--- src/rtl/mux_rr_arbiter_if.sv ---
// Handshake bundle between the four source front-ends, the round-robin
// arbiter and the downstream consumer of the shared 8-bit mux.
interface mux_rr_arbiter_if;
    logic [3:0] req;
    logic [3:0] done;
    logic [3:0] grant;
    logic [1:0] sel;
    logic       active;
    logic [3:0] burst_cnt;

    // Source side: raises requests and last-beat flags, observes the grant.
    modport master (
        output req,
        output done,
        input  grant,
        input  sel,
        input  active,
        input  burst_cnt
    );

    // Arbiter side.
    modport slave (
        input  req,
        input  done,
        output grant,
        output sel,
        output active,
        output burst_cnt
    );
endinterface

--- src/rtl/mux_rr_arbiter.sv ---
// Round-robin arbiter owning the select lines of the shared 4:1 data mux;
// grants are one-hot, bounded to MAX_BURST cycles, with a 1-cycle bubble between owners.
module mux_rr_arbiter #(
    parameter int MAX_BURST = 8
) (
    input  logic                 clk,
    input  logic                 rst,
    mux_rr_arbiter_if.slave      bus
);

    if (MAX_BURST < 1 || MAX_BURST > 15) begin : g_bad_max_burst
        $fatal(1, "mux_rr_arbiter: MAX_BURST must be in 1..15");
    end

    typedef enum logic {
        IDLE,
        OWN
    } state_e;

    localparam logic [3:0] BURST_LIMIT = 4'(MAX_BURST);

    state_e     state_q,     state_d;
    logic [1:0] ptr_q,       ptr_d;
    logic [3:0] grant_q,     grant_d;
    logic [1:0] sel_q,       sel_d;
    logic       active_q,    active_d;
    logic [3:0] burst_cnt_q, burst_cnt_d;

    logic       win_found;
    logic [1:0] win_idx;
    logic [1:0] cand;
    logic       release_own;

    // First requester at or after ptr, wrapping modulo 4.
    always_comb begin
        win_found = 1'b0;
        win_idx   = ptr_q;
        cand      = '0;
        for (int unsigned i = 0; i < 4; i++) begin
            cand = ptr_q + 2'(i);
            if (!win_found && bus.req[cand]) begin
                win_found = 1'b1;
                win_idx   = cand;
            end
        end
    end

    assign release_own = bus.done[sel_q] || !bus.req[sel_q] || (burst_cnt_q == BURST_LIMIT);

    always_comb begin
        state_d     = state_q;
        ptr_d       = ptr_q;
        grant_d     = grant_q;
        sel_d       = sel_q;
        active_d    = active_q;
        burst_cnt_d = burst_cnt_q;

        unique case (state_q)
            IDLE: begin
                if (win_found) begin
                    grant_d     = 4'b0001 << win_idx;
                    sel_d       = win_idx;
                    active_d    = 1'b1;
                    burst_cnt_d = 4'd1;
                    state_d     = OWN;
                end else begin
                    grant_d     = '0;
                    active_d    = 1'b0;
                    burst_cnt_d = '0;
                end
            end
            OWN: begin
                // sel keeps pointing at the last owner through the idle bubble.
                if (release_own) begin
                    grant_d     = '0;
                    active_d    = 1'b0;
                    burst_cnt_d = '0;
                    ptr_d       = sel_q + 2'd1;
                    state_d     = IDLE;
                end else begin
                    burst_cnt_d = burst_cnt_q + 4'd1;
                end
            end
            default: state_d = IDLE;
        endcase
    end

    always_ff @(posedge clk) begin
        if (rst) begin
            state_q     <= IDLE;
            ptr_q       <= '0;
            grant_q     <= '0;
            sel_q       <= '0;
            active_q    <= 1'b0;
            burst_cnt_q <= '0;
        end else begin
            state_q     <= state_d;
            ptr_q       <= ptr_d;
            grant_q     <= grant_d;
            sel_q       <= sel_d;
            active_q    <= active_d;
            burst_cnt_q <= burst_cnt_d;
        end
    end

    assign bus.grant     = grant_q;
    assign bus.sel       = sel_q;
    assign bus.active    = active_q;
    assign bus.burst_cnt = burst_cnt_q;

    always_ff @(posedge clk) begin
        if (!rst) begin
            assert ($onehot0(grant_q));
            assert (active_q == (|grant_q));
            assert (!active_q || grant_q[sel_q]);
            assert (burst_cnt_q <= BURST_LIMIT);
        end
    end

endmodule

--- src/flat_wrapper.sv ---
// flat-port wrapper written by rule: the top's interface ports become plain ports
module mux_rr_arbiter_flat 
#(
    parameter int MAX_BURST = 8
)
  (clk, rst, bus_req, bus_done, bus_grant, bus_sel, bus_active, bus_burst_cnt);
  mux_rr_arbiter_if bus_i ();
  input  logic clk;
  input  logic rst;
  input wire logic [$bits(bus_i.req)-1:0] bus_req;
  input wire logic [$bits(bus_i.done)-1:0] bus_done;
  output wire logic [$bits(bus_i.grant)-1:0] bus_grant;
  output wire logic [$bits(bus_i.sel)-1:0] bus_sel;
  output wire logic [$bits(bus_i.active)-1:0] bus_active;
  output wire logic [$bits(bus_i.burst_cnt)-1:0] bus_burst_cnt;
  assign bus_i.req = bus_req;
  assign bus_i.done = bus_done;
  assign bus_grant = bus_i.grant;
  assign bus_sel = bus_i.sel;
  assign bus_active = bus_i.active;
  assign bus_burst_cnt = bus_i.burst_cnt;
  mux_rr_arbiter #(.MAX_BURST(MAX_BURST)) u_core (.clk(clk), .rst(rst), .bus(bus_i));
endmodule
--- config.mk ---
export PLATFORM = sky130hd
export DESIGN_NAME = mux_rr_arbiter_flat
export DESIGN_NICKNAME = d
export VERILOG_FILES = /design/src/rtl/mux_rr_arbiter_if.sv /design/src/rtl/mux_rr_arbiter.sv /design/src/flat_wrapper.sv
export SDC_FILE = /design/constraint.sdc
export NUM_CORES = 1
export LEC_CHECK = 0
export BUFFER_PORTS_ARGS = -buffer_cell sky130_fd_sc_hd__buf_2
export CORE_MARGIN = 2
export CORE_UTILIZATION = 52
export CTS_CLUSTER_SIZE = 20
export DETAILED_ROUTE_END_ITERATION = 10
export PLACE_DENSITY = 0.8
export SETUP_SLACK_MARGIN = 0.2
export SLEW_MARGIN = 10
export SYNTH_ARGS = -nofsm -noshare
export SYNTH_HDL_FRONTEND = slang
export SYNTH_SLANG_ARGS = --single-unit
--- constraint.sdc ---
create_clock -name clk -period 2.8 [get_ports clk]
set_input_delay 0.84 -clock clk [delete_from_list [all_inputs] [get_ports clk]]
set_output_delay 0.84 -clock clk [all_outputs]
set_load 0.005 [all_outputs]
==> key figures, run 1 <==
Outcome
  • Run status: finished clean

Power and ir drop
  • Maximum ir drop on the vdd rail: 0.000453 V
  • Share of power burned in combinational logic: 0.204
  • Clock power frac: 0.301
  • Switching power share of the total: 0.271
  • Switching component of the power: 127 uW
  • Sequential Power Share: 0.495
  • Leakage: 0.411 nW
  • Int Power: 342 uW
  • Power per Cell Area: 540 nW/um^2

GRT
  • Wire length of the first global-routing pass: 2210 um
  • Overflow after GRT: 0
  • Pin count of the biggest net entering global routing: 11
  • Number of global-route vias before repair: 491
  • Combined global-route utilization of all metal layers: 0.203
  • Number of antenna violations at the first check in global routing: 0

Clock tree
  • CTS tree: done
  • CTS hold repair buffers: 0
  • Clock H-tree levels: 1
  • Worst-path clk slew: 0.08 ns
  • TritonCTS Sinks: 14
  • Setup fix buffers added after clock tree synthesis: 0
  • Quantity of gates resized following cts: 0
  • Worst-skew pair later-pin latency: 0.27 ns
  • Total CTS buffers: 3
  • Maximum buffer depth of the clock tree: 2
  • Clock Tree Root: clkbuf_4

Timing
  • Number of max-slew violations in the final report: 0
  • Worst hold margin: 0.461 ns
  • Finish-stage setup viols: 0
  • Slew margin rel.: 0.634
  • Maximum clock rate: 526 MHz
  • Worst Slack Setup Final: 0.898 ns
  • Transition time at the pin with the least slew margin: 0.535 ns
  • Setup tns final: 0 ns
  • Hold Violations, Final: 0
  • Period Utilization, post-route: 0.679
  • Layout Skew: 0.00571 ns
  • Final Critical Period: 1.90 ns
  • RSZ-0062 raised after global routing: false

Worst hold path
  • Hold Path Origin: u_core.bus.active
  • Path category of the worst min-delay check: reg2reg
  • Number of stages on the worst hold path: 1
  • Endpoint of the worst hold-timing path: u_core.bus.active

Placed design
  • Post-DP HPWL: 1120 um
  • Gpl congestion: 0.863
  • Worst slack at placement: 0.609 ns
  • Number of placed instances with taps included: 111
  • Count of buffers from port buffering: 20

Final layout
  • Share of cells above drive strength 1: 0.260
  • Final-stage net count: 113
  • Relative area change from synthesis to final layout: 19.8%
  • Area used by multi-input combinational logic: 408 um^2
  • Number of diodes added for antenna fixing: 0
  • Storage element area: 280 um^2
  • Number of inserted filler cells in the final layout: 117
  • Fin cells: 115

Die
  • Core area: 1300 um^2
  • Die Height: 41.4 um
  • Die extent in x: 41.4 um
  • I/O Pins: 21
  • Number of core rows: 13
  • Total die area: 1710 um^2
  • Effective utilization at floorplan: 0.558

Drt
  • Post-detailed-route count of antenna-violating nets: 0
  • Total DRC errors in the routed layout: 0
  • Total Wirelength: 1460 um
  • Number of DRC markers after the initial detailed-route iteration: 12
  • Vias per cell: 5.49
  • Vias post-DR: 631
  • Average wire length per cell after detail routing: 12.7 um
  • First-pass DRT Iterations: 4

Synthesis
  • Mean cell area of the mapped netlist: 9.42 um^2
  • #FFs+latches synth: 14
  • Total standard cell area after synthesis: 726 um^2
  • Synth unique cells: 30
  • Number of cells produced by synthesis: 77
  • Number of synthesis warnings: 0
  • Net count after synthesis: 89
  • Proportion of synthesized chip area in sequential cells: 0.386

Worst setup path
  • Worst r2r path cells: 3
  • Setup slack of the most critical reg-to-reg path: 1.23 ns
  • Data arrival time of the critical path: 2.08 ns
  • RR Startpoint: u_core.bus.sel[0]
  • Data required time of the worst path: 2.97 ns
  • Critical path class: in2reg
  • Critical path endpoint category: flip-flop
  • Worst r2r dst: u_core.state_q
  • Launching element type of the critical path: primary input
  • Top fanout value on the critical path: 10

Run
  • Max-capacitance violation count: 0
-- metal layers --
metal	global-route usage	vias up	wire (um)
li1	-	327	-
met1	0.281	286	738
met2	0.293	16	645
met3	0.0798	2	65
met4	0.0484	0	5
met5	0	-	0
-- worst max path at each step --
stage	from	endpoint	cells after the start	slack, ns
3_3_place_gp	bus_req[3]	u_core.state_q	5	0.63
5_1_grt	bus_req[0]	u_core.state_q	5	0.87
3_5_place_dp	bus_req[0]	u_core.state_q	5	0.61
2_1_floorplan	bus_req[3]	u_core.state_q	5	0.72
6_report	bus_req[3]	u_core.state_q	5	0.90
4_1_cts	bus_req[0]	u_core.state_q	5	0.90
-- cell usage after synthesis (all sizes together) --
cell type | number | area share
xnor2 | 1 | 0.012
xor2 | 2 | 0.024
o21a | 2 | 0.021
ha | 2 | 0.034
nor2b | 5 | 0.043
a32o | 4 | 0.055
nand2b | 2 | 0.017
dfxtp | 14 | 0.39
inv | 7 | 0.036
nor3 | 2 | 0.014
and4 | 1 | 0.016
o21bai | 1 | 0.010
buf | 1 | 0.016
a211oi | 5 | 0.052
nand3 | 1 | 0.0069
mux4 | 1 | 0.031
or3 | 1 | 0.0086
or2 | 3 | 0.026
nand3b | 1 | 0.010
nor4 | 1 | 0.0086
o41ai | 1 | 0.012
a22o | 1 | 0.012
nor2 | 2 | 0.010
a2111oi | 1 | 0.012
and2 | 5 | 0.043
a211o | 1 | 0.012
nand2 | 1 | 0.0052
a21oi | 4 | 0.028
a21o | 3 | 0.031
o21ai | 1 | 0.0069
-- cells in the final DEF, fill, tap and decap left out, drive strengths merged, types with 2 or more instances in the layout --
master	n
ha	2
and2	5
a21o	3
nand2b	2
buf	20
nor2b	5
a21oi	4
nor3	2
inv	7
nor2	2
clkbuf	4
a32o	4
xor2	2
dfxtp	14
or2	3
o21a	2
a211oi	5
-- through the flow --
stage / cell area, um^2 / utilization / total power [mW]
6_report: 870 / 0.668 / 0.470
5_1_grt: 870 / 0.668 / 0.497
4_1_cts: 870 / 0.668 / 0.472
3_5_place_dp: 833 / 0.640 / 0.332
3_3_place_gp: 833 / 0.640 / 0.329
2_1_floorplan: 726 / - / 0.297
-- sequential cells by signal, summed over array words and instances (netlist names) --
name / count
u_core.bus.active: 1
u_core.state_q: 1
u_core.bus.burst_cnt: 4
u_core.bus.sel: 2
u_core.ptr_q: 2
u_core.bus.grant: 4
-- critical path: stages --
cell,delay (ns)
buf_2,0.13
nor2b_1,0.13
mux4_2,0.50
and4_4,0.25
or2_1,0.22
-- power by group through the flow --
stage               logic (mW)  clock network, mW  registers, mW
floorplan               0.0623                  0          0.235
global placement        0.0928                  0          0.236
detailed placement      0.0949                  0          0.237
CTS                     0.0955              0.144          0.232
global route             0.108              0.154          0.235
finish                  0.0957              0.142          0.233
-- cells by family (layout without fill, tap and decap cells) --
| group | after synthesis | in the layout | synth area share |
|---|---|---|---|
| flip-flops | 14 | 14 | 0.386 |
| adder cells (fa/ha/maj) | 2 | 2 | 0.0345 |
| multiplexers | 1 | 1 | 0.0310 |
| XOR/XNOR | 3 | 3 | 0.0362 |
| AND/OR/NAND/NOR | 25 | 25 | 0.209 |
| buffers and inverters | 8 | 31 | 0.0517 |
| AO/OA/AOI/OAI | 24 | 24 | 0.252 |
-- layout make-up --
class / instances / area share
Multi-Input combinational cell: 55 / 0.469
Inverter: 7 / 0.0302
Clock buffer: 4 / 0.0417
Tap cell: 15 / 0.0216
Sequential cell: 14 / 0.322
Timing Repair Buffer: 20 / 0.115
Power figures use the tool's default switching activity.
==> inputs of run 2 (changes only) <==
CORE_UTILIZATION = 44   (was 52)
PLACE_DENSITY = 0.72   (was 0.8)
clock period = 1.6 ns   (was 2.8 ns; I/O delays follow)
==> run 2 against run 1 <==
Critical path depth unchanged; global-route usage decreased by 3.2 points; clock skew increased by 0.0044 ns; sequential power increased by 73%; combinational power increased by 150%; routed wire length increased by 17%; power increased by 88%; hold slack got worse by 0.040 ns; largest cell class unchanged; largest power group unchanged.
==> key figures, run 2 (same netlist as run 1, synthesis figures left out) <==
Die
  • Total die area: 1990 um^2 (+16%)
  • I/O Pins: 21 (unchanged)
  • Number of core rows: 14 (+1)
  • Core area: 1520 um^2 (+17%)
  • Die Height: 44.6 um (+7.9%)
  • Die extent in x: 44.6 um (+7.9%)
  • Effective utilization at floorplan: 0.476 (-0.0815)

Clock tree
  • Total CTS buffers: 3 (unchanged)
  • Maximum buffer depth of the clock tree: 2 (unchanged)
  • CTS tree: done
  • Clock H-tree levels: 1 (unchanged)
  • Worst-skew pair later-pin latency: 0.27 ns (about the same)
  • TritonCTS Sinks: 14 (unchanged)
  • Worst-path clk slew: 0.09 ns (about the same)
  • CTS hold repair buffers: 0 (unchanged)
  • Clock Tree Root: clkbuf_4

Timing
  • Final Critical Period: 1.48 ns
  • Slew margin rel.: 0.638 (+0.00317)
  • Finish-stage setup viols: 0 (unchanged)
  • Hold Violations, Final: 0 (unchanged)
  • Layout Skew: 0.0101 ns (+0.00435 ns)
  • Setup tns final: 0 ns (unchanged)
  • Maximum clock rate: 674 MHz
  • Number of max-slew violations in the final report: 0 (unchanged)
  • Period Utilization, post-route: 0.928
  • Transition time at the pin with the least slew margin: 0.540 ns (+0.00581 ns)
  • RSZ-0062 raised after global routing: true

GRT
  • Wire length of the first global-routing pass: 2500 um (+13%)
  • Number of antenna violations at the first check in global routing: 0 (unchanged)
  • Combined global-route utilization of all metal layers: 0.170 (-0.0322)
  • Number of global-route vias before repair: 605 (+23%)
  • Pin count of the biggest net entering global routing: 9 (-2)
  • Overflow after GRT: 0 (unchanged)

Drt
  • Vias post-DR: 694 (+10%)
  • Post-detailed-route count of antenna-violating nets: 0 (unchanged)
  • Total DRC errors in the routed layout: 0 (unchanged)
  • Total Wirelength: 1700 um (+17%)
  • Average wire length per cell after detail routing: 13.6 um (+7.6%)
  • Vias per cell: 5.55 (+1.2%)
  • First-pass DRT Iterations: 4 (unchanged)
  • Number of DRC markers after the initial detailed-route iteration: 7 (-5)

Final layout
  • Summed area of non-filler cells in the final layout: 1050 um^2 (+20%)
  • Share of cells above drive strength 1: 0.385 (+0.125)
  • Number of inserted filler cells in the final layout: 107 (-8.5%)
  • Storage element area: 282 um^2 (+0.45%)
  • Number of diodes added for antenna fixing: 0 (unchanged)
  • Area used by multi-input combinational logic: 470 um^2 (+15%)
  • Relative area change from synthesis to final layout: 44.3%
  • Commonest non-fill, non-tap cell in the layout: buf_2
  • Final-stage net count: 122 (+8.0%)
  • Most frequent cells in the layout: buf_2, dfxtp_1, inv_1

Worst setup path
  • RR Startpoint: u_core.bus.sel[0]
  • Setup slack of the most critical reg-to-reg path: 0.17 ns (-1.06 ns)
  • Critical path class: in2reg
  • Worst r2r path cells: 3 (unchanged)
  • Worst r2r dst: u_core.bus.grant[2]
  • Delay of the slowest critical-path stage: 0.51 ns (about the same)
  • Top fanout value on the critical path: 5 (-5)
  • Data arrival time of the critical path: 1.65 ns (-0.43 ns)
  • Highest-delay cell along the critical path: mux4_2
  • Critical path endpoint category: flip-flop
  • Data required time of the worst path: 1.76 ns (-1.21 ns)
  • Launching element type of the critical path: primary input
  • Termination of the worst setup path: u_core.bus.grant[2]
  • Crit path launch: bus_req[0]
  • Critical path cell sequence: buf_8 -> nor2b_4 -> mux4_2 -> and4_4 -> a32o_1

Placed design
  • Count of buffers from port buffering: 20 (unchanged)
  • Post-DP HPWL: 1280 um (+14%)
  • Gpl congestion: 0.814 (-5.7%)
  • Total placed instance area: 907 um^2 (+8.9%)

Run
  • Max-capacitance violation count: 0 (unchanged)

Power and ir drop
  • Leakage: 0.498 nW (+21%)
  • Maximum ir drop on the vdd rail: 0.000570 V (+26%)
  • Power per Cell Area: 844 nW/um^2 (+56%)
  • Power after layout: 884 uW (+88%)
  • Share of power burned in combinational logic: 0.268 (+0.064)
  • Switching power share of the total: 0.273 (+0.00121)
  • Clock power frac: 0.276 (-0.025)
  • Int Power: 643 uW (+88%)
  • Sequential Power Share: 0.457 (-0.038)
  • Switching component of the power: 241 uW (+89%)

Worst hold path
  • Path category of the worst min-delay check: in2reg

Outcome
  • Run status: finished clean
run 2: cell types whose count changed in the layout (fill, tap and decap cells not counted), sizes merged:
cell	before	now
and4	1	2
buf	20	28
run 2: layout make-up:
class                           instances  area share
Multi-Input combinational cell         56       0.449
Timing Repair Buffer                   28       0.203
Inverter                                7      0.0251
Sequential cell                        14       0.269
Tap cell                               16      0.0191
Clock buffer                            4      0.0346
run 2: stage by stage:
stage / util / worst slack [ns] / cells / hold WS [ns]
2_1_floorplan: - / -0.0883 / 77 / 0.451
3_3_place_gp: 0.595 / -0.167 / 120 / 0.434
3_5_place_dp: 0.595 / -0.179 / 120 / 0.434
4_1_cts: 0.650 / 0.127 / 125 / 0.402
5_1_grt: 0.687 / 0.103 / 125 / 0.400
6_report: 0.687 / 0.115 / 125 / 0.420
run 2: per-layer routing:
metal / track usage / up-vias / wire (um)
met4: 0.0606 / 0 / 8
met5: 0 / - / 0
met3: 0.0449 / 2 / 89
met1: 0.224 / 324 / 768
met2: 0.267 / 13 / 834
li1: - / 355 / -
run 2: critical path: cells and delay by family:
kind	cells	cell delay, ns
simple gates	2	0.35
mux	1	0.51
compound gates	1	0.19
buf+inv	1	0.11
run 2: power by group through the flow:
stage / clock network [mW] / registers (mW) / logic [mW]
4_1_cts: 0.254 / 0.403 / 0.216
3_5_place_dp: 0 / 0.410 / 0.201
2_1_floorplan: 0 / 0.411 / 0.109
3_3_place_gp: 0 / 0.409 / 0.196
6_report: 0.244 / 0.404 / 0.237
5_1_grt: 0.270 / 0.409 / 0.256
run 2: worst min path at each step:
stage	startpoint	endpoint	slack (ns)	cells after the start
after detailed placement	u_core.bus.active	u_core.bus.active	0.43	1
after global placement	u_core.bus.active	u_core.bus.active	0.43	1
final	rst	u_core.ptr_q[0]	0.42	2
after CTS	rst	u_core.ptr_q[0]	0.40	2
after floorplan	u_core.bus.active	u_core.bus.active	0.45	1
after global routing	rst	u_core.ptr_q[0]	0.40	2
run 2: timing repair:
| action | in CTS | in global routing |
|---|---|---|
| cloned | 1 | 0 |
| gates resized for setup | 9 | 10 |
| pin swaps | 7 | 7 |
| endpoints found under the setup margin | 14 | 15 |
| setup buffers | 0 | 0 |
==> inputs of run 3 (changes only) <==
==> constraint.sdc (replaced) <==
create_clock -name clk -period 1.6 [get_ports clk]
set_input_delay 0.32 -clock clk [delete_from_list [all_inputs] [get_ports clk]]
set_output_delay 0.32 -clock clk [all_outputs]
set_load 0.005 [all_outputs]
==> run 3 against run 2 <==
Flip-flop and latch count stayed put; design area is 7.2% lower; maximum frequency is 3.5% higher; hold slack worse by 0.17 ns; clock skew is 0.0073 ns lower; core utilization is 4.9 points lower; clock power is 3% higher; non-clock buffer count stayed put; die area stayed put; cell count stayed put; critical path type is now reg2reg.
==> key figures, run 3 (same netlist as run 1, synthesis figures left out) <==
Clock tree
  • TritonCTS Sinks: 14 (unchanged)
  • CTS tree: done
  • Clock Tree Root: clkbuf_4
  • Worst-path clk slew: 0.08 ns (about the same)
  • CTS hold repair buffers: 0 (unchanged)
  • Total CTS buffers: 3 (unchanged)
  • Maximum buffer depth of the clock tree: 2 (unchanged)
  • Worst-skew pair later-pin latency: 0.28 ns (about the same)
  • Clock H-tree levels: 1 (unchanged)

Placed design
  • Post-DP HPWL: 1250 um (-1.7%)
  • Gpl congestion: 0.874 (+7.3%)
  • Worst slack at placement: -0.0499 ns (+0.129 ns)
  • Count of buffers from port buffering: 20 (unchanged)

Worst setup path
  • Critical path endpoint category: flip-flop
  • Critical path cell sequence: mux4_2 -> and4_4 -> a32o_1
  • Launching element type of the critical path: flip-flop
  • Critical path class: reg2reg
  • Highest-delay cell along the critical path: mux4_2
  • Data required time of the worst path: 1.78 ns (+0.02 ns)
  • Delay of the slowest critical-path stage: 0.55 ns (+0.04 ns)
  • Worst r2r dst: u_core.bus.grant[2]
  • Buffers & Inverters on Critical Path: 0 (-1)
  • Setup slack of the most critical reg-to-reg path: 0.17 ns (about the same)
  • Data arrival time of the critical path: 1.61 ns (-0.04 ns)
  • Top fanout value on the critical path: 5 (unchanged)
  • RR Startpoint: u_core.bus.sel[0]
  • Family with the most delay on the worst path: multiplexers
  • Worst r2r path cells: 3 (unchanged)
  • Logic depth of the worst path, buffers included: 3 (-2)

Timing
  • Layout Skew: 0.00281 ns (-0.00726 ns)
  • Number of max-slew violations in the final report: 0 (unchanged)
  • Worst Slack Setup Final: 0.165 ns (+0.0500 ns)
  • Final Critical Period: 1.43 ns (-0.0500 ns)
  • Slew margin rel.: 0.722 (+0.0842)
  • Finish-stage setup viols: 0 (unchanged)
  • RSZ-0062 raised after global routing: true
  • Period Utilization, post-route: 0.897 (-0.0312)
  • Maximum clock rate: 697 MHz (+3.5%)
  • Hold Violations, Final: 0 (unchanged)
  • Transition time at the pin with the least slew margin: 0.416 ns (-0.125 ns)

Power and ir drop
  • Power after layout: 875 uW (-1.1%)
  • Leakage: 0.459 nW (-7.8%)
  • Power per Cell Area: 900 nW/um^2 (+6.6%)
  • Maximum ir drop on the vdd rail: 0.000682 V (+20%)

GRT
  • Wire length of the first global-routing pass: 2710 um (+8.6%)
  • Global routing's busiest layer: met2
  • Met3 layer usage reported by global route: 0.0776 (+0.0327)
  • Met2 track utilization from global routing: 0.290 (+0.0232)
  • Overflow after GRT: 0 (unchanged)
  • Number of global-route vias before repair: 646 (+6.8%)
  • Combined global-route utilization of all metal layers: 0.187 (+0.0163)
  • Pin count of the biggest net entering global routing: 9 (unchanged)
  • Number of antenna violations at the first check in global routing: 0 (unchanged)
  • GR met1 Demand/Resource: 0.251 (+0.0262)

Die
  • I/O Pins: 21 (unchanged)
  • Die Height: 44.6 um (unchanged)
  • Total die area: 1990 um^2 (unchanged)
  • Die extent in x: 44.6 um (unchanged)
  • Effective utilization at floorplan: 0.476 (unchanged)
  • Number of core rows: 14 (unchanged)
  • Core area: 1520 um^2 (unchanged)

Final layout
  • Number of inserted filler cells in the final layout: 135 (+26%)
  • Commonest non-fill, non-tap cell in the layout: buf_2
  • Share of cells above drive strength 1: 0.367 (-0.0183)
  • Relative area change from synthesis to final layout: 34.0%
  • Area used by multi-input combinational logic: 443 um^2 (-5.9%)
  • Final-stage net count: 122 (unchanged)
  • Number of diodes added for antenna fixing: 0 (unchanged)
  • Storage element area: 287 um^2 (+1.8%)
  • Most frequent cells in the layout: buf_2, dfxtp_1, buf_4

Drt
  • Average wire length per cell after detail routing: 13.4 um (-1.5%)
  • Post-detailed-route count of antenna-violating nets: 0 (unchanged)
  • Total Wirelength: 1680 um (-1.5%)
  • Number of DRC markers after the initial detailed-route iteration: 20 (+13)
  • Vias post-DR: 675 (-2.7%)
  • Total DRC errors in the routed layout: 0 (unchanged)
  • First-pass DRT Iterations: 3 (-1)
  • Vias per cell: 5.40 (-2.7%)

Worst hold path
  • Endpoint of the worst hold-timing path: u_core.ptr_q[0]
  • Hold Path Origin: rst
  • Path category of the worst min-delay check: in2reg
  • Number of stages on the worst hold path: 2 (unchanged)

Run
  • Max-capacitance violation count: 0 (unchanged)

Outcome
  • Run status: finished clean
-- run 3: changes by cell type in the layout (fill, tap and decap cells not counted), moves of 2 or more --
cell     before  now
nor2b_1       2    5
nor2b_4       3    0
buf_2        16   20
buf_6         6    0
dfxtp_1      13   11
buf_4         4    8
-- run 3: cell type report --
class | instances | share of cell area
Clock buffer | 4 | 0.0373
Inverter | 7 | 0.0270
Multi-Input combinational cell | 56 | 0.456
Sequential cell | 14 | 0.295
Tap cell | 16 | 0.0206
Timing Repair Buffer | 28 | 0.165
-- run 3: worst max-delay path by stage --
stage / start / endpoint / slack [ns]
2_1_floorplan: bus_req[3] / u_core.state_q / 0.07
3_3_place_gp: bus_req[0] / u_core.bus.sel[0] / -0.10
3_5_place_dp: bus_req[3] / u_core.bus.sel[0] / -0.05
4_1_cts: u_core.bus.sel[0] / u_core.state_q / 0.15
5_1_grt: u_core.bus.sel[0] / u_core.ptr_q[1] / 0.11
6_report: u_core.bus.sel[0] / u_core.bus.grant[2] / 0.17
-- run 3: where the power goes --
group / internal (mW) / total [mW] / switching, mW
registers: 0.380 / 0.410 / 0.0307
logic: 0.110 / 0.213 / 0.103
clock network: 0.138 / 0.251 / 0.113
-- run 3: metal layers --
layer | share of wire | vias to the layer above | routed length (um)
li1 | - | 346 | -
met1 | 0.51 | 315 | 857
met4 | 0 | 0 | 0
met5 | 0 | - | 0
met3 | 0.044 | 0 | 73
met2 | 0.44 | 14 | 745
-- run 3: what timing repair did --
item                       4_1_cts  5_1_grt
setup endpoints to repair       13       10
resized for setup                4        4
pin swaps                        3        4
cloned                           1        0
buffers inserted                 1        1
-- run 3: through the flow --
step | cells | hold WS, ns | utilization | cell area [um^2] | TNS (ns)
after floorplan | 77 | 0.393 | - | 727 | 0
after global placement | 118 | 0.435 | 0.578 | 881 | -0.121
after detailed placement | 118 | 0.437 | 0.578 | 881 | -0.158
after CTS | 124 | 0.234 | 0.620 | 945 | 0
after global routing | 125 | 0.241 | 0.638 | 972 | 0
final | 125 | 0.248 | 0.638 | 972 | 0
